===== src/rtl/hazard_pkg.sv =====
// Shared types for the pipeline hazard controller: scoreboard entry,
// forwarding select encoding and the producer/consumer match helper.
package hazard_pkg;

    localparam logic [4:0] REG_ZERO = 5'd0;

    typedef enum logic [1:0] {
        FWD_RF  = 2'b00,
        FWD_WB  = 2'b01,
        FWD_MEM = 2'b10
    } fwd_sel_t;

    typedef struct packed {
        logic       valid;
        logic [4:0] rd;
        logic [4:0] rs1;
        logic [4:0] rs2;
        logic       use_rs1;
        logic       use_rs2;
        logic       reg_write;
        logic       mem_read;
    } sb_entry_t;

    // True when producer p writes the register that a consumer actually reads.
    // x0 is never a producer.
    function automatic logic sb_hit(
        input sb_entry_t  p,
        input logic [4:0] src,
        input logic       use_src
    );
        return p.valid && p.reg_write && (p.rd != REG_ZERO) &&
               use_src && (p.rd == src);
    endfunction

endpackage


===== src/rtl/hazard_controller_fwd_select.sv =====
// Operand forwarding select for one EX source register.
// Ports: src/use_src (EX source), sb_mem/sb_wb (producers), sel (fwd_sel_t).
module fwd_select
    import hazard_pkg::*;
(
    input  logic [4:0] src,
    input  logic       use_src,
    input  sb_entry_t  sb_mem,
    input  sb_entry_t  sb_wb,
    output fwd_sel_t   sel
);

    // Only the producer-side fields take part in the compare.
    logic unused_fields;
    assign unused_fields = ^{sb_mem.rs1, sb_mem.rs2, sb_mem.use_rs1,
                             sb_mem.use_rs2, sb_mem.mem_read,
                             sb_wb.rs1, sb_wb.rs2, sb_wb.use_rs1,
                             sb_wb.use_rs2, sb_wb.mem_read};

    // MEM holds the youngest producer, so it wins over WB.
    always_comb begin
        sel = FWD_RF;
        if (sb_hit(sb_mem, src, use_src)) begin
            sel = FWD_MEM;
        end else if (sb_hit(sb_wb, src, use_src)) begin
            sel = FWD_WB;
        end
    end

endmodule


===== src/rtl/hazard_controller.sv =====
// Pipeline sequencing controller: stall/flush/bubble control, EX operand
// forwarding from a shadow EX/MEM/WB scoreboard, saturating perf counters.
// Ports: clk, rst (sync, active high); id_* decode fields of the ID slot;
// ex_branch_taken; pc_write, if_id_write, if_id_flush, id_ex_bubble;
// fwd_a/fwd_b (00 RF, 10 EX/MEM, 01 MEM/WB); stall_cnt, flush_cnt.
// Build option: HAZARD_FORWARDING_EN enables forwarding; without it every
// in-flight producer stalls the consumer and fwd_a/fwd_b stay 00.
module hazard_controller
    import hazard_pkg::*;
#(
    parameter int CNT_W = 16
) (
    input  logic             clk,
    input  logic             rst,
    input  logic             id_valid,
    input  logic [4:0]       id_rs1,
    input  logic [4:0]       id_rs2,
    input  logic             id_use_rs1,
    input  logic             id_use_rs2,
    input  logic [4:0]       id_rd,
    input  logic             id_reg_write,
    input  logic             id_mem_read,
    input  logic             ex_branch_taken,
    output logic             pc_write,
    output logic             if_id_write,
    output logic             if_id_flush,
    output logic             id_ex_bubble,
    output logic [1:0]       fwd_a,
    output logic [1:0]       fwd_b,
    output logic [CNT_W-1:0] stall_cnt,
    output logic [CNT_W-1:0] flush_cnt
);

    sb_entry_t        sb_ex;
    sb_entry_t        sb_mem;
    sb_entry_t        sb_wb;
    sb_entry_t        id_entry;
    logic             hit_ex;
    logic             hit_mem;
    logic             hit_wb;
    logic             stall_req;
    logic             stall_ev;
    logic             flush_ev;
    logic [CNT_W-1:0] stall_q;
    logic [CNT_W-1:0] flush_q;

    // Fields kept in the entries for symmetry but not read in every build.
    logic unused_sb;
    assign unused_sb = ^{sb_ex, sb_mem, sb_wb};

    // An empty ID slot enters the scoreboard as an all-zero entry.
    always_comb begin
        id_entry = '0;
        if (id_valid) begin
            id_entry.valid     = 1'b1;
            id_entry.rd        = id_rd;
            id_entry.rs1       = id_rs1;
            id_entry.rs2       = id_rs2;
            id_entry.use_rs1   = id_use_rs1;
            id_entry.use_rs2   = id_use_rs2;
            id_entry.reg_write = id_reg_write;
            id_entry.mem_read  = id_mem_read;
        end
    end

    assign hit_ex  = sb_hit(sb_ex, id_rs1, id_use_rs1) |
                     sb_hit(sb_ex, id_rs2, id_use_rs2);
    assign hit_mem = sb_hit(sb_mem, id_rs1, id_use_rs1) |
                     sb_hit(sb_mem, id_rs2, id_use_rs2);
    assign hit_wb  = sb_hit(sb_wb, id_rs1, id_use_rs1) |
                     sb_hit(sb_wb, id_rs2, id_use_rs2);

`ifdef HAZARD_FORWARDING_EN
    fwd_sel_t sel_a;
    fwd_sel_t sel_b;
    logic     unused_hits;

    // Only a load in EX cannot be forwarded in time.
    assign stall_req   = id_valid & hit_ex & sb_ex.mem_read;
    assign unused_hits = hit_mem ^ hit_wb;

    fwd_select u_fwd_a (
        .src     (sb_ex.rs1),
        .use_src (sb_ex.use_rs1),
        .sb_mem  (sb_mem),
        .sb_wb   (sb_wb),
        .sel     (sel_a)
    );

    fwd_select u_fwd_b (
        .src     (sb_ex.rs2),
        .use_src (sb_ex.use_rs2),
        .sb_mem  (sb_mem),
        .sb_wb   (sb_wb),
        .sel     (sel_b)
    );

    assign fwd_a = rst ? FWD_RF : sel_a;
    assign fwd_b = rst ? FWD_RF : sel_b;
`else
    // Register file is not write-through: wait until the producer retires.
    assign stall_req = id_valid & (hit_ex | hit_mem | hit_wb);
    assign fwd_a     = FWD_RF;
    assign fwd_b     = FWD_RF;
`endif

    // A taken branch squashes the ID instruction, so its stall is dropped.
    always_comb begin
        pc_write     = 1'b1;
        if_id_write  = 1'b1;
        if_id_flush  = 1'b0;
        id_ex_bubble = 1'b0;
        priority case (1'b1)
            rst: begin
                pc_write     = 1'b0;
                if_id_write  = 1'b0;
                if_id_flush  = 1'b1;
                id_ex_bubble = 1'b1;
            end
            ex_branch_taken: begin
                if_id_flush  = 1'b1;
                id_ex_bubble = 1'b1;
            end
            stall_req: begin
                pc_write     = 1'b0;
                if_id_write  = 1'b0;
                id_ex_bubble = 1'b1;
            end
            default: ;
        endcase
    end

    assign stall_ev = stall_req & ~ex_branch_taken & ~rst;
    assign flush_ev = ex_branch_taken & ~rst;

    always_ff @(posedge clk) begin
        if (rst) begin
            sb_ex   <= '0;
            sb_mem  <= '0;
            sb_wb   <= '0;
            stall_q <= '0;
            flush_q <= '0;
        end else begin
            sb_wb  <= sb_mem;
            sb_mem <= sb_ex;
            sb_ex  <= id_ex_bubble ? '0 : id_entry;
            if (stall_ev && (stall_q != '1)) begin
                stall_q <= stall_q + 1'b1;
            end
            if (flush_ev && (flush_q != '1)) begin
                flush_q <= flush_q + 1'b1;
            end
        end
    end

    assign stall_cnt = rst ? '0 : stall_q;
    assign flush_cnt = rst ? '0 : flush_q;

endmodule


===== config.mk =====
export PLATFORM = sky130hd
export DESIGN_NAME = hazard_controller
export DESIGN_NICKNAME = d
export VERILOG_FILES = /design/src/rtl/hazard_pkg.sv /design/src/rtl/hazard_controller_fwd_select.sv /design/src/rtl/hazard_controller.sv
export SDC_FILE = /design/constraint.sdc
export NUM_CORES = 1
export LEC_CHECK = 0
export CORE_MARGIN = 1
export CORE_UTILIZATION = 35
export DETAILED_ROUTE_END_ITERATION = 12
export REMOVE_ABC_BUFFERS = 1
export SYNTH_ARGS = -nofsm -noshare
export SYNTH_HDL_FRONTEND = slang
export SYNTH_SLANG_ARGS = --single-unit

===== constraint.sdc =====
create_clock -name clk -period 2.6 [get_ports clk]
set_clock_uncertainty 0.2 [all_clocks]
set_input_delay 0.52 -clock clk [delete_from_list [all_inputs] [get_ports clk]]
set_output_delay 0.52 -clock clk [all_outputs]
set_load 0.01 [all_outputs]

; Yosys cells after proc, flatten, opt, wreduce, memory -nomap -nowiden
; Cells that the tools add are included.
[totals]
elab_cells = 69
in_bits = 23
ff_bits = 53
[op_classes]
add_sub_neg = 2
n_eq_ne = 8
bitwise = 12
n_reduce_logical = 25
mux = 11
[op_table]
columns = operator, n
row1 = $add 16x1->16 const B, 2
row2 = $mux 16, 2
row3 = $ne 16x16->1 const B, 2
row4 = $eq 5x5->1, 6
row5 = $logic_and 1x1->1, 20
row6 = $mux 20, 1
row7 = $reduce_bool 5->1, 3
row8 = $mux 1, 8
row9 = $or 1x1->1, 5
row10 = $and 1x1->1, 4
row11 = $not 1->1, 3
row12 = $reduce_or 3->1, 1
row13 = $reduce_or 2->1, 1

; Logic depth before layout (Yosys ltp)
; Gate-level depths: netlist of run 1.
[logic_depth]
ltp_word = 12
depth_mapped = 9

; Worst setup path before layout of run 1
; Ideal clock, no wire load.
[synth_path]
path_type = flip-flop to output port
startpoint = register sb_mem[14] (netlist bit)
endpoint = output port pc_write
arrival_time_ns = 1.949
stages_incl_launch_ff = 7
setup_slack_ns = -0.069
cell_sequence = dfxtp_1 > or3_1 > o311a_1 > a221oi_4 > nor2b_1 > a21oi_1 > buf_4
[synth_via]
elab_chain_len = 11
elab_cells_between_ends = 15
[synth_lines]
columns = item, line_no
row1 = from (decl), hazard_controller.sv:35  ; sb_entry_t sb_mem;
row2 = from (signal assigned), hazard_controller.sv:139  ; sb_mem <= '0;
row3 = from (signal assigned), hazard_controller.sv:145  ; sb_mem <= sb_ex;
row4 = $reduce_bool 5->1, hazard_pkg.sv:31  ; return p.valid && p.reg_write && (p.rd != REG_ZERO) &&
row5 = $logic_and 1x1->1 (2 in a row), hazard_pkg.sv:31
row6 = $logic_and 1x1->1, hazard_pkg.sv:32  ; use_src && (p.rd == src);
row7 = $or 1x1->1 (*), hazard_controller.sv:68  ; assign hit_mem = sb_hit(sb_mem, id_rs1, id_use_rs1) |
row8 = $or 1x1->1 (*) (2 in a row), hazard_controller.sv:102  ; assign stall_req = id_valid & (hit_ex | hit_mem | hit_wb);
row9 = $and 1x1->1 (*), hazard_controller.sv:102
row10 = $mux 1 (*) (3 in a row), --
row11 = to (decl), hazard_controller.sv:24  ; output logic pc_write,
; Mark *: on every way between the ends. The rest lies on a longest branch, timed or not.

; Worst setup path after layout of run 1
[layout_path]
startpoint = input port id_rs1[2]
endpoint = output port id_ex_bubble
[layout_via]
elab_chain_len = 9
elab_cells_between_ends = 15
[layout_lines]
columns = item, line_no
row1 = from (decl), hazard_controller.sv:16  ; input logic [4:0] id_rs1,
row2 = $eq 5x5->1, hazard_pkg.sv:32
row3 = $logic_and 1x1->1, hazard_pkg.sv:32
row4 = $or 1x1->1 (on tied branches), "hazard_controller.sv:66, hazard_controller.sv:68"
row5 = $or 1x1->1, hazard_controller.sv:102
row6 = $or 1x1->1 (*), hazard_controller.sv:102
row7 = $and 1x1->1 (*), hazard_controller.sv:102
row8 = $mux 1 (*) (3 in a row), hazard_controller.sv:113  ; priority case (1'b1)
row9 = to (decl), hazard_controller.sv:27  ; output logic id_ex_bubble,
; Marked as above.

==> implementation parameters, run 1 <==
Parameter                              Value

Outcome
  Outcome ... finished, violations left
  Violated checks ... negative setup slack

Min path
  Type of the worst min-delay path ... reg -> reg

Final layout
  Count of nets after finishing ... 429
  Post-Route Utilization ... 48.8%
  Antenna cells ... 0
  Area grow syn2layout ... 35.1%
  Non-filler instance count after layout ... slightly above 500
  Layout cells sized above 1 ... ~15%

Worst setup path
  Crit end category ... output pin
  Top fanout value on the critical path ... 3
  CP Data Required Time ... about 1.9 ns
  Arrival time at the worst endpoint ... just over 2 ns
  Kind of start point of the critical path ... primary input
  Worst Setup Path Type ... in -> out

Synth
  Number of enable-type register cells in the synthesized netlist ... 0
  Most common cell in the netlist ... sky130_fd_sc_hd__dfxtp_1
  Portion of the post-synthesis area used by sequential elements ... a little under two fifths
  Flops & latches, synth ... between 50 and 60
  Yosys warning count ... 0
  Flip-flop cell with the highest count after synthesis ... sky130_fd_sc_hd__dfxtp_1
  Count of different cell masters after synthesis ... 39
  Post-Synthesis Cells ... 324
  Cell type with the largest total area after synthesis ... sky130_fd_sc_hd__dfxtp_1
  Synth async-reset ratio ... 0%
  Largest cells by area after synthesis ... sky130_fd_sc_hd__dfxtp_1 (38%), sky130_fd_sc_hd__xor2_1 (10%), sky130_fd_sc_hd__nor2b_1 (10%), sky130_fd_sc_hd__or3_1 (3.2%), sky130_fd_sc_hd__nand3_1 (3.1%)
  Post-synth top cells ... sky130_fd_sc_hd__dfxtp_1 (53), sky130_fd_sc_hd__nor2b_1 (45), sky130_fd_sc_hd__xor2_1 (33), sky130_fd_sc_hd__nor2_1 (21), sky130_fd_sc_hd__nand3_1 (17)
  Average footprint of a synthesized cell ... approximately 8.6 sq um
  Post-synth design cell area ... about 0.0028 sq mm
  Area share of the largest cell type after synthesis ... a little under two fifths

Timing
  Fraction of the cycle the final worst path needs ... 106%
  Final count of hold timing violations ... 0
  Hold WS ... 0.285 ns
  Number of slew-limit violations in the final report ... 0
  Min cycle time layout ... 2.77 ns
  Total setup violations reported at the end of the flow ... 3
  Setup total negative slack ... -0.459 ns
  Worst-margin pin slew ... 0.516 ns
  Highest attainable clock frequency ... around 360 MHz
  Headroom to the max-slew limit ... 65.4%
  Min setup slack post-route ... -0.169 ns
  Setup repair after global routing missed its margin ... yes

Drt
  DRC ... 0
  DR WL met3 ... 377 microns
  Via/cell ratio ... between 5 and 6
  Count of antenna-violating nets left after detailed routing ... 0
  Routed WL per cell ... ~14 microns
  Uppermost signal routing layer after detailed routing ... met4
  Metal-1 WL ... ~3.3 mm
  Overall via count from detail_route ... between 2,000 and 3,000
  Metal2 WL ... roughly 3.1 mm
  Number of violations reported at the end of detailed-routing iteration 0 ... 126
  Length of the first detailed-routing pass in iterations ... 4
  Wirelength, routed ... between 6 and 7 mm

Clock tree
  Clock sinks ... 53
  Clock buffer count from CTS ... 5
  Clock root buffer ... sky130_fd_sc_hd__clkbuf_8
  Clock tree from TritonCTS ... done
  CTS H-tree depth ... 2
  Number of buffers inserted by hold repair at cts ... 0
  CTS max path bufs ... 2
  Source-to-sink clock delay at the later pin of the worst-skew pair ... roughly 0.30 ns
  Clock slew seen by the registers of the worst setup and hold paths ... 0.10 ns

Pwr
  Net Sw Frac ... a little under a quarter
  Logic gate share of total power ... a little over a tenth
  Leak Pwr ... between 1 and 1.5 nW
  Total power divided by cell area ... about 390 mW/mm^2
  Relative contribution of the clock network to total power ... between 30% and 40%
  NetSw ... between 0.0003 and 0.0004 W
  Int Power ... between 0.001 and 0.0015 W
  Maximum vdd drop ... about 0.18 mV
  Share of total power in sequential cells ... approximately 57%

Placement
  Routability-driven placement congestion ratio ... around 0.83
  Placed wire-length estimate after detailed placement ... roughly 4.9 mm
  Count of input and output buffers ... 57
  Instance count after placement with tap cells included ... ~500

Floorplan
  Starting density of the core ... a little over a third
  Die Outline Area ... 0.00830 sq mm
  Cell Rows ... 32
  CORE AREA ... just under 0.008 sq mm
  Horizontal die dimension ... 91.1 microns
  Number of I/O pins ... 63
  Die Span Y ... between 90 and 100 microns

Flow run
  Max_cap viols ... 0

GRT
  Largest net degree at the start of global routing ... 42
  Wire length of the first global-routing pass ... about 11 mm
  Initial antenna violation count ... 0
  Vias in the first global route ... ~2,300
  Overall overflow remaining after global route ... 0
  Overall Global Routing Usage ... 16.5%
-- sequential cells by signal (all words and copies together) (netlist names) --
register	cells
flush_q	16
sb_ex	7
sb_wb	7
sb_mem	7
stall_q	16
-- repair_timing --
| action | 4_1_cts | 5_1_grt |
|---|---|---|
| setup endpoints to repair | 17 | 9 |
| buffers inserted | 1 | 0 |
| pin swaps | 9 | 4 |
| gates resized for setup | 28 | 9 |
-- power by group through the flow --
stage	sequential (W)	clock [W]	combinational, W
after floorplan	0.000847	0	0.0000514
after global placement	0.000848	0	0.000156
after detailed placement	0.000848	0	0.000157
after CTS	0.000830	0.000496	0.000151
after global routing	0.000832	0.000529	0.000166
final	0.000830	0.000476	0.000152
-- metrics by stage --
step	total power, W	cell area (sq um)	worst slack [ns]
detailed placement	0.00101	3650	-0.869
global placement	0.00100	3650	-0.848
floorplan	0.000898	2700	-0.386
CTS	0.00148	3720	-0.244
finish	0.00146	3750	-0.169
global route	0.00153	3750	-0.241
-- critical path, stage by stage --
cell,delay [ns]
sky130_fd_sc_hd__dlygate4sd2_1,0.28
sky130_fd_sc_hd__xor2_1,0.17
sky130_fd_sc_hd__nor4_1,0.27
sky130_fd_sc_hd__nand3_1,0.13
sky130_fd_sc_hd__a21oi_2,0.21
sky130_fd_sc_hd__a221oi_4,0.06
sky130_fd_sc_hd__nor2b_2,0.15
sky130_fd_sc_hd__nand2b_1,0.12
sky130_fd_sc_hd__buf_2,0.12
-- path summary, 6_finish.rpt --
kind             start      endpoint  slack [ns]  cells after the start
max          id_rs1[2]  id_ex_bubble       -0.17                      9
min           sb_ex[1]     sb_mem[1]        0.28                      1
max reg2reg  sb_ex[16]    stall_q[3]        0.13                      9
min reg2reg   sb_ex[1]     sb_mem[1]        0.28                      1
-- per-layer routing --
| layer | GRT usage, % | up-vias |
|---|---|---|
| li1 | - | 1284 |
| met1 | 23.4 | 1186 |
| met2 | 26.2 | 61 |
| met3 | 3.10 | 5 |
| met4 | 3.17 | 0 |
| met5 | 0 | - |
-- cell usage in the layout (no fill, tap or decap), types with 11 or more instances in the layout --
| cell type | count |
|---|---|
| sky130_fd_sc_hd__o21ai_1 | 11 |
| sky130_fd_sc_hd__and3_1 | 13 |
| sky130_fd_sc_hd__xor2_1 | 33 |
| sky130_fd_sc_hd__clkdlybuf4s50_1 | 43 |
| sky130_fd_sc_hd__nand3_1 | 17 |
| sky130_fd_sc_hd__nor2_1 | 20 |
| sky130_fd_sc_hd__nand4_1 | 11 |
| sky130_fd_sc_hd__buf_4 | 29 |
| sky130_fd_sc_hd__nor2b_1 | 44 |
| sky130_fd_sc_hd__or3_1 | 13 |
| sky130_fd_sc_hd__dfxtp_1 | 51 |
| sky130_fd_sc_hd__a21oi_1 | 13 |
-- layout make-up --
type	count	area, sq um
repair buffers	88	795
well taps	102	128
inverters	5	18.8
fillers	808	3940
flip-flops and latches	53	1060
clock inverters	1	7.51
multi-input cells	251	1660
clock buffers	6	82.6
-- cells by family after synthesis --
group,after synthesis,synth area share [%]
multiplexers,3,1.17
flip-flops,53,38.2
XOR/XNOR,41,12.9
other,1,0.135
AO/OA/AOI/OAI,42,9.69
buffers and inverters,23,4.01
AND/OR/NAND/NOR,159,33.0
adder cells (fa/ha/maj),2,0.901
(Power assumes the default switching activity.)
==> inputs of run 2 (changes only) <==
Settings changed: CAP_MARGIN set to 20, SETUP_SLACK_MARGIN set to 0.2.
==> run 2 against run 1 <==
Compared with the run above:
- the flow still finishes with violations (negative setup slack)
- combinational power grew 5%
- worst hold slack is essentially flat
- critical path depth shrank 3
- flip-flop and latch count is the same
- clock power is essentially flat
- count of clock-buffer cells in the layout is the same
- non-clock buffer count grew 9
- via count grew 4.6%
- fmax shrank 0.36%
- first-iteration DRC count grew 12%
==> implementation parameters, run 2 (synthesis gave the netlist of run 1 again) <==
Parameter                              Value

Placement
  Dpl cell area ... 0.00365 sq mm
  Routability-driven placement congestion ratio ... 0.830
  Placed wire-length estimate after detailed placement ... between 4 and 5 mm
  Count of input and output buffers ... between 50 and 60

Clock tree
  Source-to-sink clock delay at the later pin of the worst-skew pair ... about 0.30 ns
  Clock slew seen by the registers of the worst setup and hold paths ... about 0.090 ns
  Clock tree from TritonCTS ... done
  Clock sinks ... 53
  CTS H-tree depth ... 2
  Number of buffers inserted by hold repair at cts ... 0
  CTS max path bufs ... 2
  Clock root buffer ... sky130_fd_sc_hd__clkbuf_8
  Clock buffer count from CTS ... 5

Pwr
  Share of total power in sequential cells ... between 50% and 60%
  Maximum vdd drop ... around 0.19 mV
  Total power divided by cell area ... about 360 mW/mm^2
  Relative contribution of the clock network to total power ... between 30% and 40%
  Overall power ... between 0.001 and 0.0015 W
  Leak Pwr ... approximately 1.6 nW
  Net Sw Frac ... 24.3%
  Int Power ... about 0.0011 W
  NetSw ... 0.000356 W
  Logic gate share of total power ... 10.8%

Final layout
  Biggest registers after layout ... flush_q: 16 flops, stall_q: 16 flops
  Multi-input combinational cell area ... approximately 0.0018 sq mm
  Area grow syn2layout ... 44.9%
  Finished layout cell area ... between 0.004 and 0.005 sq mm
  Layout fillers ... 770
  Commonest cells after routing, fill and taps aside ... sky130_fd_sc_hd__dfxtp_1 (47), sky130_fd_sc_hd__nor2b_1 (43), sky130_fd_sc_hd__clkdlybuf4s50_1 (42)
  Area taken by flip-flops and latches ... around 0.0011 sq mm
  Antenna cells ... 0
  Count of nets after finishing ... roughly 440
  Layout cells sized above 1 ... between 20% and 30%
  Most common library cell in the layout ignoring fill and taps ... sky130_fd_sc_hd__dfxtp_1

Floorplan
  Starting density of the core ... between 30% and 40%
  Cell Rows ... 32
  CORE AREA ... around 0.0077 sq mm
  Die Span Y ... between 90 and 100 microns
  Die Outline Area ... 0.00830 sq mm
  Number of I/O pins ... 63
  Horizontal die dimension ... around 91 microns

Worst setup path
  Kind of start point of the critical path ... flop
  Crit end category ... output pin
  Arrival time at the worst endpoint ... 2.06 ns
  CP Data Required Time ... 1.88 ns
  Delay of the slowest cell on the worst path ... around 0.38 ns
  Worst Setup Path Type ... reg -> out
  Highest-delay cell along the critical path ... sky130_fd_sc_hd__or3_4
  Top fanout value on the critical path ... 2
  Cell-by-cell listing of the critical path ... or3_4 > o311a_4 > a221oi_4 > nor2b_2 > a21oi_2 > buf_2

Timing
  Total setup violations reported at the end of the flow ... 3
  Final count of hold timing violations ... 0
  Highest attainable clock frequency ... 360 MHz
  Setup repair after global routing missed its margin ... yes
  Min cycle time layout ... approximately 2.8 ns
  Number of slew-limit violations in the final report ... 0
  Fraction of the cycle the final worst path needs ... 107%
  Min setup slack post-route ... -0.179 ns

Flow run
  Max_cap viols ... 0

GRT
  Overall Global Routing Usage ... roughly 17%
  Overall overflow remaining after global route ... 0
  Initial antenna violation count ... 0
  Largest net degree at the start of global routing ... 42
  Vias in the first global route ... approximately 2,400
  Wire length of the first global-routing pass ... between 10 and 15 mm

Drt
  Count of antenna-violating nets left after detailed routing ... 0
  DRC ... 0
  Overall via count from detail_route ... 2,653
  Length of the first detailed-routing pass in iterations ... 4
  Number of violations reported at the end of detailed-routing iteration 0 ... around 140
  Routed WL per cell ... between 10 and 15 microns
  Via/cell ratio ... between 5 and 6
  Wirelength, routed ... about 7.4 mm

Outcome
  Violated checks ... negative setup slack
  Outcome ... finished, violations left

Min path
  Type of the worst min-delay path ... reg -> reg
-- run 2: changes by cell type in the layout (fill, tap and decap cells not counted), sizes merged --
cell | previous run | this run
clkdlybuf4s50 | 43 | 42
buf | 35 | 44
clkbuf | 7 | 12
dlygate4sd2 | 7 | 3
-- run 2: routing by layer --
layer	up-vias	part of all wire (%)	global-route usage [%]	routed length [microns]
met4	0	0.83	3.17	61
met5	-	0	0	0
li1	1298	-	-	-
met2	73	47	27.0	3450
met3	11	4.9	3.10	365
met1	1271	48	24.3	3510
-- run 2: path summary, 6_finish.rpt --
kind	from	to	slack, ns	depth (start not counted)
hold reg to reg	sb_ex[1]	sb_mem[1]	0.28	1
hold / removal	sb_ex[1]	sb_mem[1]	0.28	1
setup / recovery	sb_mem[14]	pc_write	-0.18	6
setup reg to reg	sb_wb[15]	stall_q[3]	0.11	11
-- run 2: final cells by class --
type                       count  share of cell area (%)
clock buffer                   6                    2.05
tap                          102                    3.17
inverter                       5                   0.466
clock inverter                 1                   0.187
multi-input combinational    251                    44.5
sequential                    53                    26.6
timing repair buffer          97                    23.1
-- run 2: worst max-delay path, delay by kind of cell, from the launching register on --
| kind | cells | cell delay (ns) |
|---|---|---|
| buffers and inverters | 1 | 0.14 |
| and+or+nand+nor | 2 | 0.48 |
| DFF | 1 | 0.33 |
| AOI/OAI and AO/OA | 3 | 0.81 |
-- run 2: per-stage QoR --
step	setup WS (ns)	TNS (ns)	cells	utilization, %	hold slack [ns]
global route	-0.246	-0.723	515	52.3	0.304
detailed placement	-0.869	-9.36	499	47.4	0.255
CTS	-0.244	-0.689	508	49.5	0.270
finish	-0.179	-0.522	515	52.3	0.285
global placement	-0.848	-8.87	499	47.4	0.255
floorplan	-0.386	-0.962	309	-	0.238
-- run 2: power by group through the flow --
stage	Sequential (W)	Clock, W	Combinational, W
floorplan	0.000847	0	0.0000514
global placement	0.000848	0	0.000156
detailed placement	0.000848	0	0.000157
CTS	0.000830	0.000496	0.000153
global route	0.000832	0.000529	0.000172
finish	0.000830	0.000478	0.000159
-- run 2: timing repair --
action                     4_1_cts  5_1_grt
pin swaps                       12       39
gates resized for setup         42       52
setup buffers                    1        5
setup endpoints to repair       20       29
cloned                           1        2
